--- config.mk ---
export PLATFORM = sky130hd
export DESIGN_NAME = systola_plm_store
export DESIGN_NICKNAME = d
export VERILOG_FILES = /design/src/rtl/systola_pkg.sv /design/src/rtl/systola_beat_packer.sv /design/src/rtl/systola_plm_store.sv
export SDC_FILE = /design/constraint.sdc
export NUM_CORES = 1
export LEC_CHECK = 0
export CORE_ASPECT_RATIO = 1.2
export CORE_MARGIN = 1
export CORE_UTILIZATION = 50
export DETAILED_ROUTE_END_ITERATION = 10
export GPL_TIMING_DRIVEN = 0
export PLACE_DENSITY = 0.83
export SKIP_CTS_REPAIR_TIMING = 1
export SLEW_MARGIN = 40
export SYNTH_ARGS = -nofsm -noshare
export SYNTH_HDL_FRONTEND = slang
export SYNTH_HIERARCHICAL = 1
export SYNTH_SLANG_ARGS = --single-unit
--- constraint.sdc ---
create_clock -name clk -period 3.4 [get_ports clk]
set_clock_uncertainty 0.1 [all_clocks]
set_input_delay 0.51 -clock clk [delete_from_list [all_inputs] [get_ports clk]]
set_output_delay 0.51 -clock clk [all_outputs]
set_load 0.02 [all_outputs]
--- src/rtl/systola_pkg.sv ---
// Shared constants and types for the Systola PLM/DMA datapath.
package systola_pkg;

  localparam int PLM_AW = 11;

  // PLM region bases: operand A, operand B, results
  localparam logic [PLM_AW-1:0] BASE_A   = 11'd0;
  localparam logic [PLM_AW-1:0] BASE_B   = 11'd512;
  localparam logic [PLM_AW-1:0] BASE_OUT = 11'd1024;

  localparam logic [2:0] SIZE_32 = 3'b010;
  localparam logic [2:0] SIZE_64 = 3'b011;

  typedef enum logic [2:0] {
    IDLE,
    REQ,
    FETCH,
    SEND,
    DONE
  } store_state_e;

  function automatic logic [2:0] dma_size(input int width);
    return (width == 64) ? SIZE_64 : SIZE_32;
  endfunction

endpackage

--- src/rtl/systola_beat_packer.sv ---
// Byte-lane capture register: fills lanes LSB-first, flags full after the last lane.
module systola_beat_packer #(
  parameter int DMA_W = 32
) (
  input  logic             clk,
  input  logic             rst,
  input  logic             clear,
  input  logic             cap,
  input  logic [7:0]       din,
  output logic [DMA_W-1:0] data,
  output logic             full,
  output logic             last
);
  localparam int BYTES = DMA_W / 8;
  localparam int LW    = (BYTES > 1) ? $clog2(BYTES) : 1;

  logic [LW-1:0] lane_reg;
  logic          full_reg;
  logic [7:0]    lane_q [BYTES];

  assign last = cap && (lane_reg == LW'(BYTES - 1));
  assign full = full_reg;

  always_ff @(posedge clk or negedge rst) begin
    if (!rst) begin
      lane_reg <= '0;
      full_reg <= 1'b0;
    end else if (clear) begin
      lane_reg <= '0;
      full_reg <= 1'b0;
    end else if (cap) begin
      lane_reg <= last ? '0 : lane_reg + 1'b1;
      if (last) full_reg <= 1'b1;
    end
  end

  genvar gi;
  generate
    for (gi = 0; gi < BYTES; gi++) begin : g_lane
      always_ff @(posedge clk or negedge rst) begin
        if (!rst)
          lane_q[gi] <= '0;
        else if (cap && lane_reg == LW'(gi))
          lane_q[gi] <= din;
      end
      assign data[8*gi +: 8] = lane_q[gi];
    end
  endgenerate

endmodule

--- src/rtl/systola_plm_store.sv ---
// Store-side DMA engine: PLM bytes -> packed DMA beats after one write request.
// SYSTOLA_STORE_PREFETCH_EN adds a second beat buffer so fetch overlaps send.
module systola_plm_store #(
  parameter int DMA_W  = 32,
  parameter int PLM_AW = systola_pkg::PLM_AW
) (
  input  logic              clk,
  input  logic              rst,
  input  logic              start,
  input  logic [PLM_AW-1:0] cfg_plm_base,
  input  logic [31:0]       cfg_len,
  input  logic [31:0]       cfg_dram_index,
  output logic              busy,
  output logic              done,
  output logic [PLM_AW-1:0] plm_a,
  output logic              plm_ce,
  input  logic [7:0]        plm_q,
  output logic              dma_write_ctrl_valid,
  input  logic              dma_write_ctrl_ready,
  output logic [31:0]       dma_write_ctrl_data_index,
  output logic [31:0]       dma_write_ctrl_data_length,
  output logic [2:0]        dma_write_ctrl_data_size,
  output logic              dma_write_chnl_valid,
  input  logic              dma_write_chnl_ready,
  output logic [DMA_W-1:0]  dma_write_chnl_data
);
  import systola_pkg::*;

  localparam int BYTES = DMA_W / 8;
  localparam int LW    = (BYTES > 1) ? $clog2(BYTES) : 1;
`ifdef SYSTOLA_STORE_PREFETCH_EN
  localparam int NBUF = 2;
`else
  localparam int NBUF = 1;
`endif

  store_state_e state_reg, state_next;

  logic [PLM_AW-1:0] addr_reg;
  logic [31:0]       len_reg, index_reg, fetch_left_reg, send_left_reg;
  logic [LW-1:0]     rd_cnt_reg;
  logic              fsel_reg, ssel_reg, cap_reg, cap_sel_reg;
  logic [1:0]        claim_reg;
  logic [1:0]        full, last;
  logic [DMA_W-1:0]  buf_data [2];
  logic              streaming, issue, beat_issued, hs;

  assign streaming   = (state_reg == FETCH) || (state_reg == SEND);
  // A buffer is claimed from its first read until its beat is accepted.
  assign issue       = streaming && (fetch_left_reg != 0) &&
                       ((rd_cnt_reg != 0) || !claim_reg[fsel_reg]);
  assign beat_issued = issue && (rd_cnt_reg == LW'(BYTES - 1));
  assign hs          = dma_write_chnl_valid && dma_write_chnl_ready;

  genvar gi;
  generate
    for (gi = 0; gi < NBUF; gi++) begin : g_buf
      systola_beat_packer #(.DMA_W(DMA_W)) u_packer (
        .clk   (clk),
        .rst   (rst),
        .clear (hs && ssel_reg == 1'(gi)),
        .cap   (cap_reg && cap_sel_reg == 1'(gi)),
        .din   (plm_q),
        .data  (buf_data[gi]),
        .full  (full[gi]),
        .last  (last[gi])
      );
    end
    if (NBUF == 1) begin : g_single
      assign full[1]     = 1'b0;
      assign last[1]     = 1'b0;
      assign buf_data[1] = '0;
    end
  endgenerate

  always_ff @(posedge clk or negedge rst) begin
    if (!rst) begin
      state_reg      <= IDLE;
      addr_reg       <= '0;
      len_reg        <= '0;
      index_reg      <= '0;
      fetch_left_reg <= '0;
      send_left_reg  <= '0;
      rd_cnt_reg     <= '0;
      fsel_reg       <= 1'b0;
      ssel_reg       <= 1'b0;
      cap_reg        <= 1'b0;
      cap_sel_reg    <= 1'b0;
      claim_reg      <= '0;
    end else begin
      state_reg   <= state_next;
      cap_reg     <= issue;
      cap_sel_reg <= fsel_reg;
      if (state_reg == IDLE && start && cfg_len != 0) begin
        addr_reg       <= cfg_plm_base;
        len_reg        <= cfg_len;
        index_reg      <= cfg_dram_index;
        fetch_left_reg <= cfg_len;
        send_left_reg  <= cfg_len;
        rd_cnt_reg     <= '0;
        fsel_reg       <= 1'b0;
        ssel_reg       <= 1'b0;
      end
      if (issue) begin
        addr_reg   <= addr_reg + 1'b1;
        rd_cnt_reg <= beat_issued ? '0 : rd_cnt_reg + 1'b1;
        if (beat_issued) begin
          fetch_left_reg <= fetch_left_reg - 1;
          fsel_reg       <= (NBUF == 2) ? ~fsel_reg : 1'b0;
        end
      end
      if (hs) begin
        send_left_reg <= send_left_reg - 1;
        ssel_reg      <= (NBUF == 2) ? ~ssel_reg : 1'b0;
      end
      for (int i = 0; i < 2; i++) begin
        if (hs && ssel_reg == 1'(i))
          claim_reg[i] <= 1'b0;
        if (issue && rd_cnt_reg == 0 && fsel_reg == 1'(i))
          claim_reg[i] <= 1'b1;
      end
    end
  end

  always_comb begin
    state_next = state_reg;
    case (state_reg)
      IDLE:  if (start) state_next = (cfg_len != 0) ? REQ : DONE;
      REQ:   if (dma_write_ctrl_ready) state_next = FETCH;
      FETCH, SEND: begin
        if (hs)
          state_next = (send_left_reg == 1) ? DONE : FETCH;
        else if (full[ssel_reg] || last[ssel_reg])
          state_next = SEND;
      end
      DONE:    state_next = IDLE;
      default: state_next = IDLE;
    endcase
  end

  assign busy                       = (state_reg == REQ) || streaming;
  assign done                       = (state_reg == DONE);
  assign plm_a                      = addr_reg;
  assign plm_ce                     = issue;
  assign dma_write_ctrl_valid       = (state_reg == REQ);
  assign dma_write_ctrl_data_index  = index_reg;
  assign dma_write_ctrl_data_length = len_reg;
  assign dma_write_ctrl_data_size   = dma_size(DMA_W);
  assign dma_write_chnl_valid       = streaming && full[ssel_reg];
  assign dma_write_chnl_data        = buf_data[ssel_reg];

endmodule

==> reports/qor.yml <==
crit_chain: "inv_1 > ha_1 > nor4b_2 > nand4_1 > o31ai_2 > inv_2 > clkbuf_1 > dlymetal6s2s_1"
slowest_stage: "dfrtp_1"
hold_viol: 0
ys_ff_latch: 184
maxCapViolCount: 0
final_antenna_net_count: 0
drc: 0
crit_type: "reg -> out"
post-route-min-period_ns: 3.39
tns_ns: 0
cts-root-buf: "clkbuf_16"
wl_mm: 28.2
worstReg2RegEnd: "send_left_reg[26]$_DFFE_PN0P_"
yosysTopAreaCell: "dfrtp_1"
synth.most_common_cell: "nand2_1"
hold_class: "reg -> reg"
finalWorstSetupSlack_ns: 0.0107
grt_max_degree: 60
leakage_nw: 5.09
yosysSeqAreaShare_pct: 49.8
clock_latency_ns: 0.43
fin_crit_sh_pct: 99.7
first_pass_iters: 6
r2r-start: "state_reg[1]$_DFFE_PN0P_"
dp_hpwl_mm: 20.1
cts_buffers: 17
power-per-cell-area_nw_per_um2: 924
netlist_area_um2: 9250
slowest_delay_ns: 0.43
fmax_ghz: 0.295
post-place-cells: 1406
synth_common_cells: "nand2_1, dfrtp_1, nor3_1"
grt_pass1_wl_mm: 44.3
boundaryPins: 203
status: "finished clean"
ir_drop_mv: 0.427
nNetsFinal: 1301
path_clk_slew_ns: 0.07
drv_slew: 0
via_count: 8718
grt_use_total_pct: 29.9
die_h_um: 151
final_cells: 1438
grtUsageMet2_pct: 48.3
synth_area_leaders: "dfrtp_1, nand2_1, mux2_2, nor3_1, nor2_1"
min_path_cells: 2
io_buffers: 199
htreeDepth: 4
grt-busiest-layer: "met2"
synthCells: 979
seq_power_share_pct: 36.4
placedInstanceArea_um2: 11600
grt_util_met3_pct: 5.62
cts.path.max_buffers: 2
cts_sinks: 184
synth_area_per_cell_um2: 9.45
n_antenna_cell: 0
antenna_found_initial: 0
swShare_pct: 41.3
ys.flop_type: "dfrtp_1"
area_growth_pct: 32.8
async_flop_share_pct: 100
p_sw_mw: 4.69
coreArea_um2: 18200
cp-end-kind: "output port"
gp_congestion: 1.01
worstRegToRegCells: 8
worstPathArrival_ns: 2.78
stdcell_area_um2: 12300
synth_top_area_share_pct: 49.8
cp_max_fo: 11
cts_tree: "done"
rows: 54
p_int_mw: 6.66
worst_hold_path.endpoint: "dma_write_ctrl_data_index[29]$_DFFE_PN0P_"
die_area_um2: 19000
critPathTopFamily: "buffers and inverters"
p_comb_share_pct: 46.2
yosysWarnings: 6
finalSetupViolations: 0
via_per_inst: 6.06
maxSlewHeadroom_pct: 39.7
synth-edff-count: 0
post_drt_wl_per_cell_um: 19.6
drive_gt1_share_pct: 10.8
critPathBufInv: 4
start_kind: "register"
die_w_um: 126
grt_overflow: 0
drt_iter0_drc: 871
grt_pass1_vias: 8401
reg2reg_setup_slack_ns: 0.23
preCtsSetupSlack_ns: -0.489
clkPwrFrac_pct: 17.5
grt_use_met1_pct: 37.5
required_ns: 2.79
rsz0062_at_grt: "true"
worst_pin_slew_ns: 0.892
ys_types: 75
min_from: "dma_write_ctrl_data_index[29]$_DFFE_PN0P_"
initial_utilization_pct: 50.9
[cells in the final DEF (no fill, tap or decap), drive strengths merged, types with 3 or more instances in the layout]
cell type / n
nand2: 221
clkdlybuf4s50: 197
dfrtp: 184
nor3: 83
nor2: 49
clkbuf: 48
mux2: 45
inv: 39
buf: 30
nand3: 28
nor4: 27
a21oi: 24
o221a: 19
nand4: 18
mux2i: 17
o21ai: 17
a211oi: 13
o22ai: 12
ha: 11
o32ai: 10
a311oi: 10
or4: 9
clkinv: 9
or3: 7
o31ai: 7
or2: 6
nand2b: 5
a31oi: 5
nor4b: 5
o2bb2ai: 4
and3: 4
o211ai: 4
nor3b: 4
o21ba: 4
and2: 4
and4: 3
nand4b: 3
a221o: 3
conb: 3
[worst max-delay path by stage]
stage / startpoint / slack (ns) / to / depth (start not counted)
after floorplan: fetch_left_reg[22]$_DFF_PN0_ / 0.94 / plm_ce / 5
after global placement: rst / -5.92 / dma_write_ctrl_data_length[10]$_DFFE_PN0P_ / 1
after detailed placement: cfg_len[7] / -0.49 / send_left_reg[5]$_DFFE_PN0P_ / 8
after CTS: fetch_left_reg[4]$_DFF_PN0_ / -0.65 / plm_ce / 7
after global routing: fetch_left_reg[0]$_DFF_PN0_ / -0.08 / plm_ce / 8
final: fetch_left_reg[0]$_DFF_PN0_ / 0.01 / plm_ce / 8
[metrics by stage]
step                util, %  hold slack, ns  total power [mW]
floorplan                 -           0.114              7.02
global placement       63.4           0.343              9.07
detailed placement     63.9           0.329              9.26
CTS                    67.1          -0.137              11.3
global route           67.6           0.391              12.0
finish                 67.6           0.375              11.4
[worst reg2reg max path, cell delays in order (launching register included)]
cell	delay [ns]
dfrtp_1	0.36
clkbuf_1	0.18
nor4b_1	0.58
o21a_1	0.20
clkbuf_1	0.44
buf_2	0.37
buf_1	0.52
mux2i_1	0.15
a21oi_1	0.19
[power by group through the flow]
stage / clock (mW) / sequential, mW / combinational, mW
3_3_place_gp: 0 / 4.04 / 5.03
4_1_cts: 2.00 / 4.06 / 5.21
6_report: 1.98 / 4.13 / 5.24
5_1_grt: 2.10 / 4.27 / 5.66
3_5_place_dp: 0 / 4.09 / 5.18
2_1_floorplan: 0 / 4.69 / 2.33
[layout make-up]
class | instances | area [µm²]
buffer | 57 | 264
clock buffer | 17 | 425
clock inverter | 14 | 161
fill | 1392 | 5890
inverter | 35 | 131
multi-input combinational | 704 | 4330
sequential | 184 | 4600
tap | 224 | 280
timing repair buffer | 203 | 2080
[per-layer routing]
layer	routed length (µm)	up-vias
met2	13500	496
met5	0	-
met1	10900	4150
li1	-	3972
met3	2530	100
met4	1260	0
[cell families after synthesis]
kind of cell	count (synthesis)	share of synthesized area (%)
buffers and inverters	92	4.18
muxes	62	7.32
AOI/OAI and AO/OA	147	12.4
other	2	0.0812
DFF	184	49.8
adders and majority gates	11	1.49
and+or+nand+nor	481	24.8
Note: power is estimated with default switching activity, not from simulation.
